### src/rtl/instr_fetch_unit.sv
// rtl/instr_fetch_unit.sv - PC register and req/ack instruction fetch stage feeding the main decoder (optional jr path: IFETCH_JR_EN)
module instr_fetch_unit #(
    parameter logic [31:0] RESET_PC = 32'h0000_0000,
    parameter int          TIMEOUT  = 16
) (
    input  logic        clk,
    input  logic        reset,
    output logic        imem_req,
    output logic [31:0] imem_addr,
    input  logic        imem_ack,
    input  logic [31:0] imem_rdata,
    output logic [31:0] instr,
    output logic [5:0]  OpCode,
    output logic        instr_valid,
    output logic [31:0] pc,
    output logic [31:0] pc_plus4,
    input  logic        instr_done,
    input  logic        Jump,
    input  logic        Branch,
    input  logic        BranchNotEqual,
    input  logic        Zero,
    output logic        fetch_fault
`ifdef IFETCH_JR_EN
    ,
    input  logic        JumpReg,
    input  logic [31:0] rs_data
`endif
);

    typedef enum logic [1:0] {
        S_IDLE,
        S_FETCH,
        S_HOLD,
        S_FAULT
    } state_t;

    state_t      state;
    state_t      state_next;
    logic [7:0]  wait_cnt;
    logic        time_up;
    logic        branch_taken;
    logic [31:0] branch_target;
    logic [31:0] jump_target;
    logic [31:0] pc_next;

    assign imem_addr = pc;
    assign OpCode    = instr[31:26];
    assign pc_plus4  = pc + 32'd4;

    // The TIMEOUT-th consecutive ack-less FETCH cycle is the one where the counter reads TIMEOUT-1.
    assign time_up = (wait_cnt == 8'(TIMEOUT - 1));

    assign branch_taken  = Branch & (Zero ^ BranchNotEqual);
    assign branch_target = pc_plus4 + {{14{instr[15]}}, instr[15:0], 2'b00};
    assign jump_target   = {pc_plus4[31:28], instr[25:0], 2'b00};

    // Next-PC selection in priority order; only consumed on the retire edge in HOLD.
    always_comb begin
        pc_next = pc_plus4;
        if (Jump) begin
            pc_next = jump_target;
        end else if (branch_taken) begin
            pc_next = branch_target;
        end
`ifdef IFETCH_JR_EN
        if (JumpReg) begin
            pc_next = rs_data & 32'hFFFF_FFFC;
        end
`endif
    end

    // State register.
    always_ff @(posedge clk) begin
        if (reset) begin
            state <= S_IDLE;
        end else begin
            state <= state_next;
        end
    end

    // Next-state logic and state-decoded handshake/status outputs.
    always_comb begin
        state_next  = state;
        imem_req    = 1'b0;
        instr_valid = 1'b0;
        fetch_fault = 1'b0;
        case (state)
            S_IDLE: begin
                state_next = S_FETCH;
            end
            S_FETCH: begin
                imem_req = 1'b1;
                if (imem_ack) begin
                    state_next = S_HOLD;
                end else if (time_up) begin
                    state_next = S_FAULT;
                end
            end
            S_HOLD: begin
                instr_valid = 1'b1;
                if (instr_done) begin
                    state_next = S_FETCH;
                end
            end
            S_FAULT: begin
                fetch_fault = 1'b1;
            end
            default: begin
                state_next = S_IDLE;
            end
        endcase
    end

    // PC, instruction register and ack-wait counter; the counter idles at zero outside FETCH.
    always_ff @(posedge clk) begin
        if (reset) begin
            pc       <= RESET_PC;
            instr    <= 32'd0;
            wait_cnt <= 8'd0;
        end else begin
            if (state != S_FETCH) begin
                wait_cnt <= 8'd0;
            end else if (!imem_ack) begin
                wait_cnt <= wait_cnt + 8'd1;
            end
            if (state == S_FETCH && imem_ack) begin
                instr <= imem_rdata;
            end
            if (state == S_HOLD && instr_done) begin
                pc <= pc_next;
            end
        end
    end

endmodule

### config.mk
export PLATFORM = sky130hd
export DESIGN_NAME = instr_fetch_unit
export DESIGN_NICKNAME = d
export VERILOG_FILES = /design/src/rtl/instr_fetch_unit.sv
export SDC_FILE = /design/constraint.sdc
export NUM_CORES = 1
export LEC_CHECK = 0
export ABC_AREA = 1
export CAP_MARGIN = 20
export CORE_ASPECT_RATIO = 1.5
export CORE_MARGIN = 3
export CORE_UTILIZATION = 53
export DETAILED_ROUTE_END_ITERATION = 6
export PLACE_DENSITY = 0.87
export SYNTH_ARGS = -nofsm -noshare
export SYNTH_HDL_FRONTEND = slang
export SYNTH_SLANG_ARGS = --single-unit
### constraint.sdc
create_clock -name clk -period 5.4 [get_ports clk]
set_clock_uncertainty 0.2 [all_clocks]
set_input_delay 0.81 -clock clk [delete_from_list [all_inputs] [get_ports clk]]
set_output_delay 0.81 -clock clk [all_outputs]
set_load 0.02 [all_outputs]
==> results of run 1 <==
## where the power goes
part           leakage (µW)  total [µW]  internal [µW]  switching, µW
clock              0.000178         741            502            239
sequential         0.000587         597            558           39.3
combinational       0.00305         369            151            218
total               0.00381        1710           1210            496
## worst min-delay path, cell delays in order, from the launching register on
cell and delay, ps:
dfxtp_1 300, inv_1 80, a21oi_1 60
## synth_stat cells, drive strengths merged
library cell,count
nand2,291
inv,151
nor2,122
a21oi,88
o21ai,73
dfxtp,72
nand3,56
buf,49
ha,37
xor2,22
clkbuf,19
nor3,14
a31oi,9
nand4,9
o211ai,6
o21bai,5
xnor2,5
and2,3
a21o,2
a22oi,2
nand3b,2
nor3b,2
nor4,2
o221ai,2
and3,1
conb,1
fa,1
o2111ai,1
o22ai,1
or2,1
## how the worst max path moves through the flow
stage | startpoint | end | slack [ps] | cells past startpoint
4_1_cts | imem_addr[19] | pc_plus4[23] | 1630 | 6
3_5_place_dp | imem_addr[16] | imem_addr[27] | 1840 | 19
3_3_place_gp | imem_addr[16] | imem_addr[27] | 1870 | 19
6_report | imem_addr[19] | pc_plus4[23] | 1590 | 6
5_1_grt | imem_addr[2] | imem_addr[27] | 1420 | 19
2_1_floorplan | imem_addr[2] | imem_addr[29] | 2160 | 19
## layer usage
layer  track usage [%]  vias to the layer above  wire [µm]
met2              58.6                      469      11100
met5                 0                        -          0
met4              24.7                        0       1750
met1              37.7                     3346       8170
met3              8.76                      110       2160
li1                  -                     3547          -
## cell type report
cell class                      count  area, µm²  area share, %
Inverter                          151        567           6.93
Tap cell                          150        188           2.29
Timing Repair Buffer              175       1740           21.3
Clock inverter                      6        138           1.68
Clock buffer                       10        229           2.80
Sequential cell                    72       1440           17.6
Multi-Input combinational cell    763       3880           47.4
## registers in the layout, indices dropped and copies added, names as in the netlist
register,count
state,2
imem_addr,30
wait_cnt,8
instr,32
## kinds of logic (layout without fill, tap and decap cells)
family / count (synthesis) / in the layout / synth area share (%)
AO/OA/AOI/OAI: 189 / 189 / 16.1
XOR/XNOR: 27 / 27 / 3.76
buffers and inverters: 219 / 342 / 15.7
adder cells (fa/ha/maj): 38 / 38 / 7.67
flip-flops: 72 / 72 / 22.9
AND/OR/NAND/NOR: 503 / 503 / 33.8
other: 1 / 6 / 0.0596
## layout by cell type, fill, tap and decap left out, drive strengths merged, types with 3 or more instances in the layout
cell           count
nand2            291
clkdlybuf4s50    170
inv              153
nor2             122
a21oi             88
o21ai             73
dfxtp             72
nand3             56
ha                37
xor2              22
nor3              14
clkbuf            10
nand4              9
a31oi              9
o211ai             6
conb               6
xnor2              5
o21bai             5
buf                5
bufinv             4
and2               3
## metrics by stage
stage | hold slack (ps) | cell area [µm²] | total power (µW) | instances | worst slack (ps)
floorplan | 244 | 6310 | 811 | 1054 | 2160
global placement | 261 | 7820 | 964 | 1311 | 1870
detailed placement | 272 | 7820 | 968 | 1311 | 1840
CTS | 284 | 8180 | 1700 | 1327 | 1630
global route | 307 | 8180 | 1760 | 1327 | 1420
finish | 283 | 8180 | 1710 | 1327 | 1590
==> summary.txt, run 1 <==
Routing
  • DRT Pass-1 Iters: 7
  • Drt wl/cell: 17.5 µm
  • Via count: 7472
  • Final ANT Viol Nets: 0
  • Drt drc: 0
  • Drt total wl: 23200 µm
  • Initial DRC count: 553
  • Avg Vias per Cell: 5.63

Critical path
  • WP buf/inv: 1
  • Reg2Reg Setup Slack: 1690 ps
  • Critical Path AT: 2800 ps
  • R2R cell count: 21
  • CP peak stage delay: 720 ps
  • Most used cell, CP: nand2_1
  • Cell Chain, Critical Path: nand2_1, nor2_1, nand2_1, nor3_2, xor2_1, clkdlybuf4s50_1
  • Launch point of the worst reg-to-reg path: imem_addr[16]
  • Reg-to-reg endpoint: imem_addr[31]
  • Worst setup SP type: flip-flop
  • Top cell family by delay on the critical path: buffers and inverters
  • Crit Path Class: reg -> out
  • Critical Path End Type: output pin
  • Critical Path Slowest Stage Cell: clkdlybuf4s50_1
  • CP max FO: 8
  • Required time worst endpoint: 4390 ps

Floorplan
  • Row Count: 48
  • Core Footprint: 11500 µm²
  • IO Count: 177
  • Die Footprint: 13200 µm²
  • Die Wd: 95.0 µm
  • DIE HEIGHT: 139 µm
  • Initial Utilization: 54.6%

Power and ir drop
  • Leakage dissipation: 0.00381 µW
  • Pwr dens: 209 nW/µm²
  • VDD IR max: 0.000361 V

GRT
  • Pin count of the biggest net entering global routing: 44
  • Vias in the first global route: 7187
  • First-pass GRT wire length: 36300 µm
  • GR Overflow Total: 0
  • GRT Util Overall: 35.1%
  • Initial antenna violation count: 0

STA
  • Rel. slew slack: 31.7%
  • Min cycle time layout: 3810 ps
  • Unrepaired setup endpoints after global routing: false
  • F_max: 262 MHz
  • Setup TNS: 0 ps
  • Max-slew violations: 0
  • # setup viols final: 0
  • Hold Violations, Final: 0
  • Worst-margin pin slew: 1020 ps
  • Final worst-path cycle share: 70.6%

Run status
  • Status: complete, no violations

Clocking
  • Deepest clock path buffer count: 2
  • Clock slew at reported path FFs: 60 ps
  • Clk_lat worst skew: 340 ps
  • Hold buffer count at CTS: 0
  • H-tree Lvls: 3
  • TritonCTS clock tree: done
  • CTS resizes: 0
  • Sink Count: 72
  • Postcts setup bufs: 0
  • Num CTS Buffers: 9
  • CTS root buf: clkbuf_16

Final layout
  • Share of cells above drive strength 1: 3.91%
  • Final core occ: 71.0%
  • Nets: 1250
  • N_diodes: 0
  • Area growth syn-to-layout: 30.0%
  • Filler cells: 954

Run
  • Maxcap violations: 0

Synth
  • Synth warn: 0
  • Mean Syn Cell Area: 6.00 µm²
  • Area contributors post-synth: dfxtp_1, nand2_1, inv_1, ha_1, a21oi_1
  • Area leader, netlist: dfxtp_1
  • Yosys cell types: 39
  • Post-synthesis register bit count: 72
  • Cells after Synth: 1049
  • Sequential cell area fraction in the yosys report: 22.9%
  • Synth top area share: 22.9%
  • Cell Area, Synth: 6300 µm²

Min path
  • Hold path depth: 2
  • Hold Crit Start: wait_cnt[7]
  • Hold Crit Class: reg -> reg
  • Hold Path Sink: wait_cnt[7]

Placement
  • GPL Wtd Cong: 1.03
  • Buffers added on ports: 170
  • HPWL Detailed: 18100 µm
No activity file was read; power rests on OpenSTA's default activity.
==> run 2, diff against run 1 <==
--- a/config.mk
+++ b/config.mk
@@ -9,9 +9,9 @@
 export CAP_MARGIN = 20
 export CORE_ASPECT_RATIO = 1.5
 export CORE_MARGIN = 3
-export CORE_UTILIZATION = 53
+export CORE_UTILIZATION = 45
 export DETAILED_ROUTE_END_ITERATION = 6
-export PLACE_DENSITY = 0.87
+export PLACE_DENSITY = 0.79
 export SYNTH_ARGS = -nofsm -noshare
 export SYNTH_HDL_FRONTEND = slang
 export SYNTH_SLANG_ARGS = --single-unit
==> constraint.sdc (replaced) <==
create_clock -name clk -period 3.14 [get_ports clk]
set_clock_uncertainty 0.2 [all_clocks]
set_input_delay 0.471 -clock clk [delete_from_list [all_inputs] [get_ports clk]]
set_output_delay 0.471 -clock clk [all_outputs]
set_load 0.02 [all_outputs]
==> summary.txt, run 2 (synthesized netlist as in run 1, its figures left out) <==
Floorplan
  • IO Count: 177
  • Row Count: 52
  • Die Footprint: 15500 µm²
  • Core Footprint: 13600 µm²
  • Initial Utilization: 46.3%
  • Die Wd: 103 µm
  • DIE HEIGHT: 151 µm

Power and ir drop
  • VDD IR max: 0.000402 V
  • Tot Pwr: 2840 µW
  • Leakage dissipation: 0.00467 µW
  • Pwr dens: 292 nW/µm²

Critical path
  • Most used cell, CP: nand2_1
  • Worst Setup SP: imem_addr[8]
  • Top cell family by delay on the critical path: simple AND/OR/NAND/NOR gates
  • R2R cell count: 18
  • CP max FO: 4
  • Critical Path Slowest Stage Cell: dfxtp_2
  • CP peak stage delay: 340 ps
  • Crit Path Class: reg -> reg
  • Required time worst endpoint: 3170 ps
  • Critical Path AT: 3090 ps
  • Worst setup SP type: flip-flop
  • WP buf/inv: 4
  • Critical Path End Type: flip-flop
  • Cell Chain, Critical Path: buf_6, nand2_4, nor3_4, nand2_1, nor2_2, xnor2_1, inv_2, ha_4, nand2_2, inv_1, nand2_1, nand2_1, inv_1, nand2_1, a31oi_1, nor2_1, o21ai_1, a21oi_1
  • Launch point of the worst reg-to-reg path: imem_addr[8]
  • Total number of cells along the worst setup path: 18

Clocking
  • H-tree Lvls: 3
  • Num CTS Buffers: 9
  • Sink Count: 72
  • Clk_lat worst skew: 350 ps
  • Clock slew at reported path FFs: 60 ps
  • Hold buffer count at CTS: 0
  • TritonCTS clock tree: done
  • CTS root buf: clkbuf_16
  • Deepest clock path buffer count: 2

STA
  • Final worst-path cycle share: 97.3%
  • Rel. slew slack: 36.6%
  • # setup viols final: 0
  • Min cycle time layout: 3060 ps
  • Worst-margin pin slew: 948 ps
  • Hold Violations, Final: 0
  • F_max: 327 MHz
  • Unrepaired setup endpoints after global routing: true
  • Max-slew violations: 0
  • Worst Hold Slack: 274 ps

GRT
  • Vias in the first global route: 7693
  • Met3 usage: 6.77%
  • Met1 GRT Util: 34.6%
  • GR Overflow Total: 0
  • GR Layer Usage met2: 56.0%
  • First-pass GRT wire length: 38200 µm
  • GRT Util Overall: 32.1%
  • Pin count of the biggest net entering global routing: 39
  • Initial antenna violation count: 0
  • Busiest grt layer: met2

Placement
  • GPL Wtd Cong: 1.02
  • Cells after DPL: 1419
  • Buffers added on ports: 170
  • Area after DPL: 8600 µm²
  • HPWL Detailed: 19600 µm

Final layout
  • Final core occ: 71.4%
  • Area growth syn-to-layout: 54.3%
  • Final instance area: 9710 µm²
  • Max reg flops: 32
  • Most frequent cells in the layout: nand2_1, clkdlybuf4s50_1, inv_1
  • Fin cells: 1449
  • Share of cells above drive strength 1: 22.1%
  • Largest register by flop count: instr
  • Nets: 1360
  • Filler cells: 1079
  • Most common cell after layout, fill and taps aside: nand2_1
  • N_diodes: 0

Run status
  • Status: complete, no violations

Routing
  • Final ANT Viol Nets: 0
  • Initial DRC count: 559
  • DRT Pass-1 Iters: 7
  • Drt drc: 0
  • Avg Vias per Cell: 5.46
  • Via count: 7906
  • Drt total wl: 25600 µm
  • Drt wl/cell: 17.7 µm

Min path
  • Hold Crit Class: reg -> reg
  • Hold path depth: 2
  • Hold Crit Start: wait_cnt[7]

Run
  • Maxcap violations: 0
run 2: changes by cell type in the layout (fill, tap and decap cells not counted), sizes merged, moves of 3 or more:
cell,delta
clkinv,+3
dlygate4sd2,+3
clkdlybuf4s50,-14
bufinv,-3
buf,+110
dlymetal6s2s,+11
run 2: repair_timing:
action / in CTS / in global routing
setup endpoints to repair: 20 / 39
pin swaps: 1 / 40
buffers inserted: 2 / 12
gates resized for setup: 14 / 152
run 2: per-layer routing:
metal	vias up	share of wire [%]
li1	3764	-
met1	3568	35
met2	442	50
met3	132	7.5
met4	0	7.8
met5	-	0
run 2: worst paths after layout:
kind | endpoint | slack [ps]
setup reg to reg | imem_addr[16] | 80
hold reg to reg | wait_cnt[7] | 270
setup / recovery | imem_addr[16] | 80
hold / removal | wait_cnt[7] | 270
run 2: area by class of cell:
cell class              count  area (µm²)  area share, %
inverters                 151         569           5.86
clock buffers              10         229           2.36
repair buffers            285        2620           26.9
flip-flops and latches     72        1460           15.1
well taps                 162         203           2.09
clock inverters             6        68.8          0.709
multi-input cells         763        4560           47.0
run 2: worst reg2reg max path, delay by kind of cell (launching register included):
kind                       cells  cell delay [ps]
and+or+nand+nor                9              990
AOI/OAI and AO/OA              3              620
DFF                            1              340
buffers and inverters          4              330
adders and majority gates      1              250
xor gates and xnor gates       1              210
run 2: power by group:
group / leakage (µW) / total (µW) / switching [µW] / internal [µW]
clock: 0.000143 / 1050 / 428 / 619
sequential: 0.000593 / 1010 / 54.9 / 958
combinational: 0.00393 / 776 / 436 / 339
total: 0.00467 / 2840 / 919 / 1920
run 2: metrics by stage:
step	setup WS, ps	setup TNS (ps)
floorplan	19.6	0
finish	83.8	0
global route	-113	-582
global placement	-61.3	-114
CTS	1.92	0
detailed placement	-131	-647
